$ cat src/rtl/txn_profiler.sv
// txn_profiler: observes the ap_ctrl handshake of a profiled module.
// It stamps each accepted start and pairs completions with starts oldest-first.
// Each completion yields a {rec_id, start_ts, latency} record.
// Records are queued toward a valid/ready consumer.
//
// Ports:
//   clock, reset         sole clock, asynchronous active-low reset
//   ap_start, ap_ready   start acceptance when both high (IDLE/RUN only)
//   ap_done, ap_continue completion when both high
//   finish               end-of-run request, moves the profiler into DRAIN
//   rec_ready            consumer accepts the current record
//   rec_valid, rec_id, rec_start_ts, rec_latency   registered record output
//   overflow             sticky, a start or a record was dropped
//   orphan_done          sticky, a completion had no matching start
//   all_done             drain complete, terminal until reset
module txn_profiler #(
    parameter int unsigned TS_W  = 32,
    parameter int unsigned DEPTH = 8
) (
    input  logic              clock,
    input  logic              reset,
    input  logic              ap_start,
    input  logic              ap_ready,
    input  logic              ap_done,
    input  logic              ap_continue,
    input  logic              finish,
    input  logic              rec_ready,
    output logic              rec_valid,
    output logic [15:0]       rec_id,
    output logic [TS_W-1:0]   rec_start_ts,
    output logic [TS_W-1:0]   rec_latency,
    output logic              overflow,
    output logic              orphan_done,
    output logic              all_done
);

    localparam int unsigned ID_W  = 16;
    localparam int unsigned PTR_W = $clog2(DEPTH);
    localparam int unsigned CNT_W = PTR_W + 1;
    localparam int unsigned REC_W = ID_W + 2 * TS_W;

    typedef enum logic [1:0] {IDLE, RUN, DRAIN, DONE} state_t;

    state_t             state;
    state_t             state_nx;
    logic [TS_W-1:0]    ts;
    logic [ID_W-1:0]    id_cnt;

    logic [TS_W-1:0]    sq_mem [DEPTH];
    logic [PTR_W-1:0]   sq_rd;
    logic [PTR_W-1:0]   sq_wr;
    logic [CNT_W-1:0]   sq_cnt;

    logic [REC_W-1:0]   rf_mem [DEPTH];
    logic [PTR_W-1:0]   rf_rd;
    logic [PTR_W-1:0]   rf_wr;
    logic [CNT_W-1:0]   rf_cnt;

    logic               start_acc, cmp, cmp_live, sq_empty, sq_full, sq_pop, sq_push;
    logic               bypass, start_drop, orphan_set, rec_gen, rec_pop;
    logic               rf_full, rf_push, rec_drop;
    logic [TS_W-1:0]    rec_sts, rec_lat;
    logic [REC_W-1:0]   rf_wdata, head_nx;
    logic [CNT_W-1:0]   sq_cnt_nx, rf_cnt_nx, rf_left;
    logic [PTR_W-1:0]   rf_rd_nx;

    // Event decode, queue bookkeeping and next state.
    always_comb begin
        start_acc  = ap_start & ap_ready & ~finish & ((state == IDLE) | (state == RUN));
        cmp        = ap_done & ap_continue;
        cmp_live   = cmp & (state != DONE);
        sq_empty   = (sq_cnt == '0);
        sq_full    = (sq_cnt == CNT_W'(DEPTH));
        sq_pop     = cmp_live & ~sq_empty;
        // Completion with nothing queued pairs with a same-cycle start.
        bypass     = cmp_live & sq_empty & start_acc;
        sq_push    = start_acc & ~bypass & (~sq_full | sq_pop);
        start_drop = start_acc & ~bypass & sq_full & ~sq_pop;
        orphan_set = cmp & ~sq_pop & ~bypass;
        rec_gen    = sq_pop | bypass;
        rec_sts    = sq_pop ? sq_mem[sq_rd] : ts;
        // Modular subtraction keeps the latency correct across ts wrap.
        rec_lat    = ts - rec_sts + TS_W'(1);
        rf_wdata   = {id_cnt, rec_sts, rec_lat};

        rf_full    = (rf_cnt == CNT_W'(DEPTH));
        rec_pop    = rec_valid & rec_ready;
        rf_push    = rec_gen & (~rf_full | rec_pop);
        rec_drop   = rec_gen & ~rf_push;

        sq_cnt_nx  = sq_cnt + CNT_W'(sq_push) - CNT_W'(sq_pop);
        rf_cnt_nx  = rf_cnt + CNT_W'(rf_push) - CNT_W'(rec_pop);
        rf_left    = rf_cnt - CNT_W'(rec_pop);
        rf_rd_nx   = rec_pop ? rf_rd + PTR_W'(1) : rf_rd;
        // Next head: fresh write when the FIFO would otherwise be empty.
        head_nx    = (rf_left == '0) ? rf_wdata : rf_mem[rf_rd_nx];

        state_nx = state;
        case (state)
            IDLE:    if (finish) state_nx = DRAIN;
                     else if (start_acc) state_nx = RUN;
            RUN:     if (finish) state_nx = DRAIN;
            DRAIN:   if (sq_empty && (rf_cnt == '0)) state_nx = DONE;
            default: state_nx = DONE;
        endcase
    end

    // Queue storage; contents are meaningless while the matching count is zero.
    always_ff @(posedge clock) begin
        if (sq_push) sq_mem[sq_wr] <= ts;
        if (rf_push) rf_mem[rf_wr] <= rf_wdata;
    end

    // Control state, pointers and registered outputs.
    always_ff @(posedge clock or negedge reset) begin
        if (!reset) begin
            state        <= IDLE;
            ts           <= '0;
            id_cnt       <= '0;
            sq_rd        <= '0;
            sq_wr        <= '0;
            sq_cnt       <= '0;
            rf_rd        <= '0;
            rf_wr        <= '0;
            rf_cnt       <= '0;
            rec_valid    <= 1'b0;
            rec_id       <= '0;
            rec_start_ts <= '0;
            rec_latency  <= '0;
            overflow     <= 1'b0;
            orphan_done  <= 1'b0;
            all_done     <= 1'b0;
        end else begin
            state  <= state_nx;
            ts     <= ts + TS_W'(1);
            if (rec_gen) id_cnt <= id_cnt + ID_W'(1);
            if (sq_push) sq_wr <= sq_wr + PTR_W'(1);
            if (sq_pop)  sq_rd <= sq_rd + PTR_W'(1);
            sq_cnt <= sq_cnt_nx;
            if (rf_push) rf_wr <= rf_wr + PTR_W'(1);
            rf_rd  <= rf_rd_nx;
            rf_cnt <= rf_cnt_nx;
            rec_valid <= (rf_cnt_nx != '0);
            if (rf_cnt_nx != '0) {rec_id, rec_start_ts, rec_latency} <= head_nx;
            if (start_drop | rec_drop) overflow <= 1'b1;
            if (orphan_set) orphan_done <= 1'b1;
            all_done <= (state_nx == DONE);
        end
    end

endmodule

$ cat config.mk
export PLATFORM = sky130hd
export DESIGN_NAME = txn_profiler
export DESIGN_NICKNAME = d
export VERILOG_FILES = /design/src/rtl/txn_profiler.sv
export SDC_FILE = /design/constraint.sdc
export NUM_CORES = 1
export LEC_CHECK = 0
export BUFFER_PORTS_ARGS = -buffer_cell sky130_fd_sc_hd__buf_2
export CORE_MARGIN = 2
export CORE_UTILIZATION = 35
export DETAILED_ROUTE_END_ITERATION = 8
export SYNTH_ARGS = -nofsm -noshare
export SYNTH_HDL_FRONTEND = slang
export SYNTH_SLANG_ARGS = --single-unit
$ cat constraint.sdc
create_clock -name clock -period 14.84 [get_ports clock]
set_clock_uncertainty 0.05 [all_clocks]
set_input_delay 2.968 -clock clock [delete_from_list [all_inputs] [get_ports clock]]
set_output_delay 2.968 -clock clock [all_outputs]
set_load 0.01 [all_outputs]
# Yosys cells after proc, flatten, opt, wreduce, memory -nomap -nowiden
# Memory sizes are Yosys's and may differ from the RTL's.
# Index checks and enable logic that the tools add are counted.
[word_totals] reg_bits=154 ramBits=896 out_inout_bits=84 wordCells=84 n_memories=2
[classes] addsub=13 n_eq_ne=6 mux=12 bitwise_logic=29 n_reduce_logical=6
[memory_table] memory="rf_mem" depth=8 word_bits=80 read_ports=1 rd_clocked_by_memory_dff=0 write_ports=1 line_no="54" source="logic [REC_W-1:0] rf_mem [DEPTH];"
[memory_table] memory="sq_mem" depth=8 word_bits=32 read_ports=1 rd_clocked_by_memory_dff=0 write_ports=1 line_no="49" source="logic [TS_W-1:0] sq_mem [DEPTH];"
[ops] op="$mux W80" count=1
[ops] op="$add A32 B1 Y32 const B" count=2
[ops] op="$mux W32" count=1
[ops] op="$sub A32 B32 Y32" count=1
[ops] op="$and A1 B1 Y1" count=17
[ops] op="$add A16 B1 Y16 const B" count=1
[ops] op="$add A3 B1 Y3 const B" count=4
[ops] op="$logic_not A4 Y1" count=3
[ops] op="$sub A4 B1 Y4" count=3
[ops] op="$add A4 B1 Y4" count=2
[ops] op="$eq A4 B4 Y1 const B" count=2
[ops] op="$mux W2" count=4
[ops] op="$not A1 Y1" count=7
[ops] op="$pmux W2 S3" count=1
[ops] op="$or A1 B1 Y1" count=5
[ops] op="$eq A2 B2 Y1 const B" count=2
[ops] op="$mux W1" count=4
[ops] op="$reduce_bool A4 Y1" count=1
[ops] op="$mux W3" count=1
[ops] op="$eq A2 B1 Y1 const B" count=1
[ops] op="$logic_not A2 Y1" count=1
[ops] op="$ne A2 B2 Y1 const B" count=1
[ops] op="$logic_and A1 B1 Y1" count=1

# Longest topological paths before layout
# Gate-level depths: netlist of run 1.
[logic_depth] word_depth=9 ltp_mapped=20 ltp_nobuf=18

# Worst setup path before layout of run 1
# OpenSTA, ideal clock, no wires.
[synth_path] path_type="input -> register" from="input port finish" to="memory rf_mem[0][0] (netlist name) (enable)" setup_time_ps=616 arrival_ps=9281 required_time_ps=14174 setup_slack_ps=4892 stages=6 n_path_buf=0 cell_sequence="nor2_1 > and3_1 > o21a_1 > and2_1 > nand2b_1 > nor3_1"
[synth_between] elab_chain_cells=8
[synth_lines] item="start, declared" line_no="26" source="input logic finish,"
[synth_lines] item="$not A1 Y1" line_no="69" source="start_acc = ap_start & ap_ready & ~finish & ((state == IDLE) | (state == RUN));"
[synth_lines] item="$and A1 B1 Y1 (2 in a row)" line_no="69"
[synth_lines] item="$and A1 B1 Y1" line_no="76" source="bypass = cmp_live & sq_empty & start_acc;"
[synth_lines] item="$or A1 B1 Y1" line_no="80" source="rec_gen = sq_pop | bypass;"
[synth_lines] item="$and A1 B1 Y1" line_no="88" source="rf_push = rec_gen & (~rf_full | rec_pop);"
[synth_lines] item="$mux W1" line_no="111" source="if (rf_push) rf_mem[rf_wr] <= rf_wdata;"
[synth_lines] item="$mux W1 (not written as such)" line_no="111"
[synth_lines] item="end, declared" line_no="54"
# Every way passes these cells.

# Final worst setup path of run 1
[layout_path] from="input port ap_continue" to="memory rf_mem[4][27] (netlist name) (data pin)"
[layout_between] elab_chain_cells=6
[layout_lines] item="start, declared" line_no="25" source="input logic ap_continue,"
[layout_lines] item="$and A1 B1 Y1" line_no="70" source="cmp = ap_done & ap_continue;"
[layout_lines] item="$and A1 B1 Y1" line_no="71" source="cmp_live = cmp & (state != DONE);"
[layout_lines] item="$and A1 B1 Y1" line_no="74" source="sq_pop = cmp_live & ~sq_empty;"
[layout_lines] item="$mux W32" line_no="81" source="rec_sts = sq_pop ? sq_mem[sq_rd] : ts;"
[layout_lines] item="via rec_sts[3]" line_no="62" source="logic [TS_W-1:0] rec_sts, rec_lat;"
[layout_lines] item="$sub A32 B32 Y32" line_no="83" source="rec_lat = ts - rec_sts + TS_W'(1);"
[layout_lines] item="$add A32 B1 Y32" line_no="83"
[layout_lines] item="via rec_lat[27]" line_no="62"
# The timed path passes the listed nets, and every way through them passes these cells.

==> results of run 1 <==
[cell families after synthesis]
logic type                 count (synthesis)  synth area share, %
and+or+nand+nor                         1066                 10.4
adders and majority gates                 84                 2.46
xor gates and xnor gates                  85                 1.77
muxes                                    150                 6.72
DFF                                     1050                 70.5
AOI/OAI and AO/OA                        355                 5.87
buffers and inverters                    225                 2.31
[registers in the layout (all words and copies together) (netlist names)]
name and flops:
all_done 1, id_cnt 16, orphan_done 1, overflow 1
rec_id 16, rec_latency 32, rec_start_ts 32, rec_valid 1
rf_cnt 4, rf_mem 640, rf_rd 3, rf_wr 3
sq_cnt 4, sq_mem 256, sq_rd 3, sq_wr 3
state 2, ts 32
[power groups by stage]
| stage | Sequential (W) | Clock, W | Combinational [W] |
|---|---|---|---|
| detailed placement | 0.00399 | 0 | 0.00352 |
| CTS | 0.00393 | 0.00270 | 0.00353 |
| global route | 0.00396 | 0.00282 | 0.00385 |
| floorplan | 0.00395 | 0 | 0.00242 |
| global placement | 0.00399 | 0 | 0.00348 |
| finish | 0.00393 | 0.00266 | 0.00348 |
[synth_stat cells, types with 4 or more instances]
master / number / area share [%]
o21a_1: 8 / 0.14
xnor2_1: 53 / 1.1
nand2b_1: 6 / 0.086
nand3_1: 171 / 2.0
buf_4: 23 / 0.40
a311oi_1: 102 / 2.0
o211ai_1: 4 / 0.069
mux4_2: 114 / 5.9
a21o_1: 19 / 0.33
a21oi_1: 31 / 0.36
or3_1: 5 / 0.072
and2_1: 5 / 0.072
buf_2: 41 / 0.47
ha_1: 81 / 2.3
nor2_1: 110 / 0.95
nand4_1: 8 / 0.11
xor2_1: 30 / 0.60
o21ai_0: 90 / 1.0
nand2_1: 658 / 5.7
clkbuf_1: 92 / 0.79
edfxtp_1: 896 / 62
dfrtp_1: 154 / 8.8
o31ai_1: 53 / 0.91
mux2i_1: 34 / 0.78
a211oi_1: 4 / 0.069
nor3_1: 17 / 0.19
a31oi_1: 9 / 0.13
inv_1: 56 / 0.48
and3_1: 72 / 1.0
[cell type report]
cell class | instances | area, sq um | area share [%]
flip-flops and latches | 1050 | 30800 | 62.2
clock inverters | 52 | 553 | 1.12
well taps | 1637 | 2050 | 4.14
repair buffers | 151 | 940 | 1.90
multi-input cells | 1740 | 12000 | 24.3
clock buffers | 141 | 2890 | 5.85
inverters | 60 | 233 | 0.471
[how the worst max path moves through the flow]
stage / from / end / cells after the start
after floorplan: finish / rf_mem[0][0] / 6
after global placement: ap_done / rf_mem[4][27] / 17
after detailed placement: ap_continue / rec_latency[29] / 18
after CTS: ap_continue / rec_latency[29] / 18
after global routing: ap_done / rf_mem[7][27] / 17
final: ap_continue / rf_mem[4][27] / 17
[per-stage QoR]
stage / instance area [sq um] / total power, W / instances / util [%] / setup slack [ps]
2_1_floorplan: 43600 / 0.00637 / 3015 / - / 4890
6_report: 49500 / 0.0101 / 4831 / 40.0 / 7540
3_5_place_dp: 46000 / 0.00751 / 4638 / 37.2 / 6860
3_3_place_gp: 46000 / 0.00747 / 4638 / 37.2 / 6960
5_1_grt: 49500 / 0.0106 / 4831 / 40.0 / 7000
4_1_cts: 49500 / 0.0102 / 4831 / 40.0 / 7590
[routing by layer]
layer  track usage (%)  part of all wire [%]
met4              5.21                   2.4
met2              27.9                    49
met5                 0                     0
met1              22.5                    43
met3              2.83                   6.1
[cells in the final DEF, fill, tap and decap left out, drive strengths merged, types with 4 or more instances in the layout]
master      n
a211oi      5
a21o       19
a21oi      34
a311oi    104
a31oi       9
a41oi       4
and2        5
and3       72
buf       150
bufinv     10
clkbuf    142
clkinv     33
clkinvlp    6
dfrtp     154
edfxtp    896
ha         81
inv        63
mux2i      35
mux4      114
nand2     659
nand2b      6
nand3     171
nand4       8
nor2      111
nor3       17
o211ai      5
o21a        8
o21ai      96
o31ai      53
or3         5
xnor2      54
xor2       31
[critical path, stage by stage]
cell,delay (ps)
buf_2,80
nand2_1,70
a21oi_1,240
nand2_2,130
buf_4,350
o21ai_0,1000
inv_1,100
ha_1,320
ha_1,370
a211oi_1,120
o211a_1,280
o21ai_4,260
nor2_2,110
nor4_1,440
o21a_1,210
a21oi_1,90
xnor2_1,460
==> results.toml, run 1 <==
[critical_path]
crit_type = "primary input to flop"
r2r_start = "sq_rd[0]"
r2r_end = "rec_latency[29]"
cp-start-kind = "primary input"
regToRegSetupSlack_ps = 8900
worstPathArrival_ps = 7660
setup.worst_path.end_class = "flop"
required_ps = 15200
reg2regPathDepth = 15
worstPathMaxFanout = 67

[timing]
slew_viol_final = 0
finalSetupTns_ps = 0
hold_viol_final = 0
rsz0062_at_grt = "no"
worstMarginPinSlew_ps = 1400
period_minus_slack_ps = 7300
whs_ps = 421
relSlewSlack_pct = 5.41
period_share_pct = 49.2
setup_viol = 0
fmax_ghz = 0.137

[clock_tree]
cts_buffers = 103
tritoncts = "yes"
cts_hold_buf = 0
cts_buffer_depth = 3
clock_sinks = 1050
clkLatencyLatePin_ps = 690
cts_resized = 0
htree_levels = 3
postCtsSetupBuffers = 0
cts-root-buf = "clkbuf_16"
cts.clk_slew.worst_paths_ps = 60

[place]
place_congestion = 0.793
dpl.hpwl_um = 58800
portBuffers = 91

[logic_synthesis]
seq_area_frac_synth_pct = 70.5
syn-num-nets = 3107
ys.flop_type = "edfxtp_1"
synthesis.area_sq_um = 43600
yosysWarnings = 0
synthArstFlopShare_pct = 14.7
synth_edf_count = 896
synth-seq-cells = 1050
synth_cells = 3015
synth.avg_cell_area_sq_um = 14.5
ys_types = 71

[flow_run]
cap_violations = 0

[run_status]
status = "complete, no violations"

[grt]
grt_max_degree = 167
antenna_found_initial = 0
grt_pass1_vias = 25500
grt_usage_pct = 16.8
overflow = 0
grt_pass1_wl_um = 162000

[power]
p_leak_nw = 17.5
p_per_area_nw_per_um2 = 204
p_comb_share_pct = 34.6
p_switching_w = 0.00361
p_seq_share_pct = 39.0
vdd_drop_max_mv = 0.182
power_frac_clock_pct = 26.4
p_int_w = 0.00646
switching_share_pct = 35.8

[cells_and_area]
final_net_count = 3198
drive_gt1_share_pct = 14.9
n_antenna_cell = 0
area_growth_pct = 13.3
n_fill_cell = 11400

[hold_path]
hold_path_startpoint = "rec_latency[6]"
hold_class = "flop to flop"
holdPathEnd = "rec_latency[6]"
hold_depth = 2

[detailed_routing]
drcViolationCount = 0
ant_nets = 0
viasPerCell = 5.23
vias = 25300
totalWireLength_um = 107000
post_drt_wl_per_cell_um = 22.2
initialDrtViolationCount = 2217
dr.pass1.iters = 5

[die]
initial_core_util_pct = 35.3
die_h_um = 357
rows = 129
die_w_um = 357
dieArea_sq_um = 128000
pin_count = 92
core_sq_um = 124000
Note: power is estimated with default switching activity, not from simulation.
==> inputs of run 2 (changes only) <==
Clock period 14.84 ns to 7.1 ns, I/O delays scaled along.
==> run 2 against run 1 <==
Net effect: utilization rose by 0.29 points; critical endpoint is now rec_latency[20]; cell count rose by 0.48%; sequential power rose by 110%; count of clock-buffer cells in the layout rose by 10; critical path depth fell by 1; clock power rose by 110%; largest cell class unchanged; non-clock buffer count rose by 22.
==> results.toml, run 2 (synthesis results as in run 1) <==
[power]
vdd_drop_max_mv = 0.477
p_per_area_nw_per_um2 = 418
p_leak_nw = 18.2

[grt]
grt_max_degree = 165
grt_usage_pct = 16.9
grt_pass1_wl_um = 163000
overflow = 0
antenna_found_initial = 0
grt_pass1_vias = 25400

[critical_path]
setup.worst_path.end_class = "flop"
crit_type = "primary input to flop"
r2r_start = "sq_rd[0]"
worstPathMaxFanout = 26
cp-start-kind = "primary input"
regToRegSetupSlack_ps = 1630
worstPathArrival_ps = 6290
max_stage_delay_ps = 930
crit_chain = "buf_2 > nand2_1 > a21oi_1 > nand2_2 > o21ai_0 > inv_1 > ha_1 > ha_1 > a21o_1 > a211oi_1 > nor2_1 > o41ai_1 > nand2_1 > xor2_1 > o21ai_0 > a21oi_1"
crit_family = "compound AO/OA/AOI/OAI gates"
required_ps = 7640
r2r_end = "rec_latency[20]"
crit_path_top_delay_cell = "o21ai_0"
reg2regPathDepth = 14
cp.buffers_inverters = 2

[die]
initial_core_util_pct = 35.3
core_sq_um = 124000
dieArea_sq_um = 128000
die_w_um = 357
rows = 129
die_h_um = 357
pin_count = 92

[timing]
period_share_pct = 80.9
relSlewSlack_pct = 27.5
period_minus_slack_ps = 5750
slew_viol_final = 0
finalSetupTns_ps = 0
fmax_ghz = 0.174
worstMarginPinSlew_ps = 1080
setup_viol = 0
hold_viol_final = 0
rsz0062_at_grt = "no"
whs_ps = 418

[hold_path]
hold_depth = 2
hold_path_startpoint = "rec_latency[9]"
holdPathEnd = "rec_latency[9]"
hold_class = "flop to flop"

[run_status]
status = "complete, no violations"

[clock_tree]
cts.clk_slew.worst_paths_ps = 60
cts_hold_buf = 0
cts_buffer_depth = 3
postCtsSetupBuffers = 0
cts_resized = 0
clock_sinks = 1050
cts_buffers = 102
cts-root-buf = "clkbuf_16"
htree_levels = 3
clkLatencyLatePin_ps = 690
tritoncts = "yes"

[detailed_routing]
vias = 25600
dr.pass1.iters = 5
viasPerCell = 5.27
initialDrtViolationCount = 2560
totalWireLength_um = 108000
post_drt_wl_per_cell_um = 22.3
ant_nets = 0
drcViolationCount = 0

[cells_and_area]
n_fill_cell = 11300
drive_gt1_share_pct = 15.5
largest_reg_flops = 640
area_growth_pct = 14.1
top_regs = "rf_mem: 640 flops, sq_mem: 256 flops"
final_net_count = 3219
mostFrequentLayoutCell = "edfxtp_1"
n_antenna_cell = 0
largest_register = "rf_mem"
final_cell_mix = "edfxtp_1, nand2_1, nand3_1"

[place]
portBuffers = 91
place_congestion = 0.839
dpl.hpwl_um = 59000

[flow_run]
cap_violations = 0
-- run 2: stage by stage --
| step | area [sq um] | total power (W) | utilization (%) | worst slack, ps | instances |
|---|---|---|---|---|---|
| detailed placement | 46300 | 0.0155 | 37.5 | 794 | 4660 |
| finish | 49800 | 0.0208 | 40.3 | 1350 | 4854 |
| floorplan | 43700 | 0.0130 | - | 848 | 3015 |
| global placement | 46300 | 0.0154 | 37.5 | 904 | 4660 |
| CTS | 49800 | 0.0210 | 40.3 | 1460 | 4854 |
| global route | 49800 | 0.0220 | 40.3 | 1050 | 4854 |
-- run 2: where the power goes --
group | leakage, nW | internal (W) | switching, W | total [W]
clock | 1.70 | 0.00323 | 0.00233 | 0.00556
combinational | 5.90 | 0.00249 | 0.00456 | 0.00706
sequential | 10.6 | 0.00771 | 0.000494 | 0.00820
-- run 2: worst reg2reg max path: cells and delay by family (launching register included) --
| family | cells | cell delay [ps] |
|---|---|---|
| compound gates | 6 | 2100 |
| flops | 1 | 980 |
| fa+ha+maj | 2 | 660 |
| xor+xnor | 1 | 620 |
| mux | 2 | 530 |
| simple gates | 2 | 310 |
| buf+inv | 1 | 130 |
-- run 2: worst max-delay path by stage --
stage	startpoint	endpoint	cells after the start
final	ap_done	rec_latency[20]	16
after global routing	ap_done	rf_mem[7][27]	16
after CTS	ap_done	rec_latency[20]	16
after floorplan	finish	rf_mem[2][0]	6
after detailed placement	ap_done	rec_latency[20]	16
after global placement	ap_done	rec_latency[20]	16
-- run 2: cell type report --
cell class / count / area (sq um) / area share, %
multi-input combinational: 1740 / 12000 / 24.2
sequential: 1050 / 30800 / 61.8
timing repair buffer: 173 / 1240 / 2.49
clock inverter: 43 / 498 / 1.00
tap: 1637 / 2050 / 4.11
clock buffer: 151 / 2990 / 6.00
inverter: 60 / 233 / 0.467
-- run 2: layer usage --
layer	global-route usage, %	routed length [um]
met1	23.2	47400
met2	28.0	52300
met3	2.41	6060
met4	4.67	2310
met5	0	0
==> inputs of run 3 (changes only) <==
Settings changed: ABC_AREA set to 1.
Clock period 7.1 ns to 5.55 ns, I/O delays scaled along.
==> run 3 against run 2 <==
Net effect: flip-flop and latch count unchanged; hold slack improved by 4.8 ps; wire length increased by 9.9%; highest routed layer unchanged; combinational power increased by 30%; cell count increased by 21%; critical path type is now flop to flop; non-clock buffer count increased by 17; worst setup slack got worse by 340 ps; sequential share of layout area decreased by 1.9 points; largest power group unchanged; via count increased by 17%; area after synthesis increased by 3.9%; synthesized cell count increased by 31%.
==> results.toml, run 3 <==
[logic_synthesis]
synth_cells = 3936
synth_compound_area_share_pct = 11.0
synth.avg_cell_area_sq_um = 11.5
synth_edf_count = 896
synthArstFlopShare_pct = 14.7
yosys.area.top_type = "edfxtp_1"
ys.flop_type = "edfxtp_1"
synth_top_family_by_area = "simple AND/OR/NAND/NOR gates"
synthAdderAreaFrac_pct = 2.37
synth.most_common_cell = "edfxtp_1"
synth-simple-area-share_pct = 12.8
syn-num-nets = 4028
synthTopCellsByCount = "edfxtp_1, nor2_1, nand2_1"
synth_xor_area_share_pct = 1.39
ys_types = 54
yosysWarnings = 0
ys_top_cells_by_area = "edfxtp_1, dfrtp_1, nor2_1"
synth-seq-cells = 1050
synthesis.area_sq_um = 45400
yosysTopAreaCellShare_pct = 59.3
synthMuxAreaShare_pct = 0
seq_area_frac_synth_pct = 67.8

[clock_tree]
cts.clk_slew.worst_paths_ps = 60
htree_levels = 3
tritoncts = "yes"
clock_sinks = 1050
postCtsSetupBuffers = 0
cts_resized = 0
clkLatencyLatePin_ps = 700
cts_buffers = 105
cts-root-buf = "clkbuf_16"
cts_buffer_depth = 3
cts_hold_buf = 0

[die]
die_w_um = 364
initial_core_util_pct = 35.2
core_sq_um = 129000
rows = 132
die_h_um = 364
dieArea_sq_um = 132000
pin_count = 92

[detailed_routing]
totalWireLength_um = 119000
drcViolationCount = 0
dr.pass1.iters = 5
post_drt_wl_per_cell_um = 20.3
ant_nets = 0
viasPerCell = 5.12
vias = 30000
initialDrtViolationCount = 2674

[place]
portBuffers = 91
dpl.hpwl_um = 68600
place_ws_ps = 549
placed_area_sq_um = 48000
place_congestion = 0.883
placedCellCount = 5658

[cells_and_area]
drive_gt1_share_pct = 10.1
final_net_count = 4115
mostFrequentLayoutCell = "edfxtp_1"
instances_no_fill = 5859
final_cell_mix = "edfxtp_1, nor2_1, nand2_1"
top_regs = "rf_mem: 640 flops, sq_mem: 256 flops"
largest_reg_flops = 640
largest_register = "rf_mem"
design_area_sq_um = 51400
area_growth_pct = 13.3

[grt]
grt_pass1_wl_um = 181000
grt_max_degree = 156
grt_pass1_vias = 28900
overflow = 0
grt_usage_pct = 17.8
antenna_found_initial = 5

[timing]
period_minus_slack_ps = 4540
period_share_pct = 81.8
slew_viol_final = 0
setup_viol = 0
fin_ws_ps = 1010
rsz0062_at_grt = "no"
fmax_ghz = 0.220
hold_viol_final = 0
worstMarginPinSlew_ps = 1200
whs_ps = 423
relSlewSlack_pct = 18.9

[critical_path]
worstPathMaxFanout = 85
worstPathArrival_ps = 4880
cp-start-kind = "flop"
setup.worst_path.end_class = "flop"
crit_chain = "buf_12 > o21ai_0 > o211ai_1 > nand3_1 > o21ai_2 > inv_1 > ha_1 > ha_1 > nand2_1 > inv_1 > nand2_1 > nand3_1 > nand2_1 > nand2_1 > nand2_1 > nand2_1 > xnor2_1 > inv_1"
max_stage_delay_ps = 760
crit_type = "flop to flop"
required_ps = 5890
crit_path_top_delay_cell = "dfrtp_2"
path_common_cell = "nand2_1"

[power]
power_w = 0.0266
p_per_area_nw_per_um2 = 517
vdd_drop_max_mv = 0.408
p_leak_nw = 19.2

[run_status]
status = "complete, no violations"

[flow_run]
cap_violations = 0

[hold_path]
hold_class = "flop to flop"
[run 3: changes by cell type after synthesis, sizes merged, moves of 53 or more]
cell | before | now
a21oi | 34 | 93
a311oi | 104 | 0
and3 | 72 | 0
buf | 70 | 149
inv | 59 | 240
mux4 | 114 | 0
nand2 | 659 | 563
nor2 | 111 | 632
o211ai | 5 | 202
o21ai | 96 | 502
o31ai | 53 | 0
[run 3: final timing paths]
path	startpoint	to	slack [ps]	cells past startpoint
min in group asynchronous	reset	overflow	470	1
min reg2reg	rec_start_ts[16]	rec_start_ts[16]	420	2
min	rec_start_ts[16]	rec_start_ts[16]	420	2
max	sq_rd[1]	rf_mem[5][23]	1010	18
max in group asynchronous	reset	rec_start_ts[22]	3910	2
max reg2reg	sq_rd[1]	rf_mem[5][23]	1010	18
[run 3: routing by layer]
| metal | up-vias | track usage, % | wire length (um) |
|---|---|---|---|
| li1 | 14100 | - | - |
| met1 | 14900 | 24.3 | 52600 |
| met2 | 833 | 29.9 | 57400 |
| met3 | 160 | 2.39 | 6590 |
| met4 | 0 | 4.49 | 2210 |
| met5 | - | 0 | 0 |
[run 3: critical path: cells and delay by family, from the launching register on]
kind,cells,cell delay (ps)
AND/OR/NAND/NOR,8,880
buffers and inverters,4,770
flip-flops,1,760
AO/OA/AOI/OAI,3,750
adder cells (fa/ha/maj),2,630
XOR/XNOR,1,330
[run 3: logic make-up after synthesis]
group	after synthesis
AOI/OAI and AO/OA	859
buffers and inverters	452
xor gates and xnor gates	70
and+or+nand+nor	1421
adders and majority gates	84
DFF	1050
[run 3: area by class of cell]
type / instances / area (sq um)
tap: 1742 / 2180
antenna: 3 / 7.51
clock buffer: 147 / 2900
clock inverter: 51 / 460
timing repair buffer: 190 / 1520
multi-input combinational: 2434 / 12700
fill: 12200 / 77600
sequential: 1050 / 30800
inverter: 242 / 917
[run 3: power breakdown]
part / switching (W) / internal (W) / total [W]
clock network: 0.00301 / 0.00393 / 0.00694
registers: 0.000598 / 0.00988 / 0.0105
logic: 0.00633 / 0.00282 / 0.00915
[run 3: stage by stage]
| stage | setup TNS [ps] | util (%) |
|---|---|---|
| after global placement | 0 | 37.2 |
| after detailed placement | 0 | 37.2 |
| final | 0 | 39.9 |
| after CTS | 0 | 39.8 |
| after floorplan | -97130 | - |
| after global routing | 0 | 39.8 |
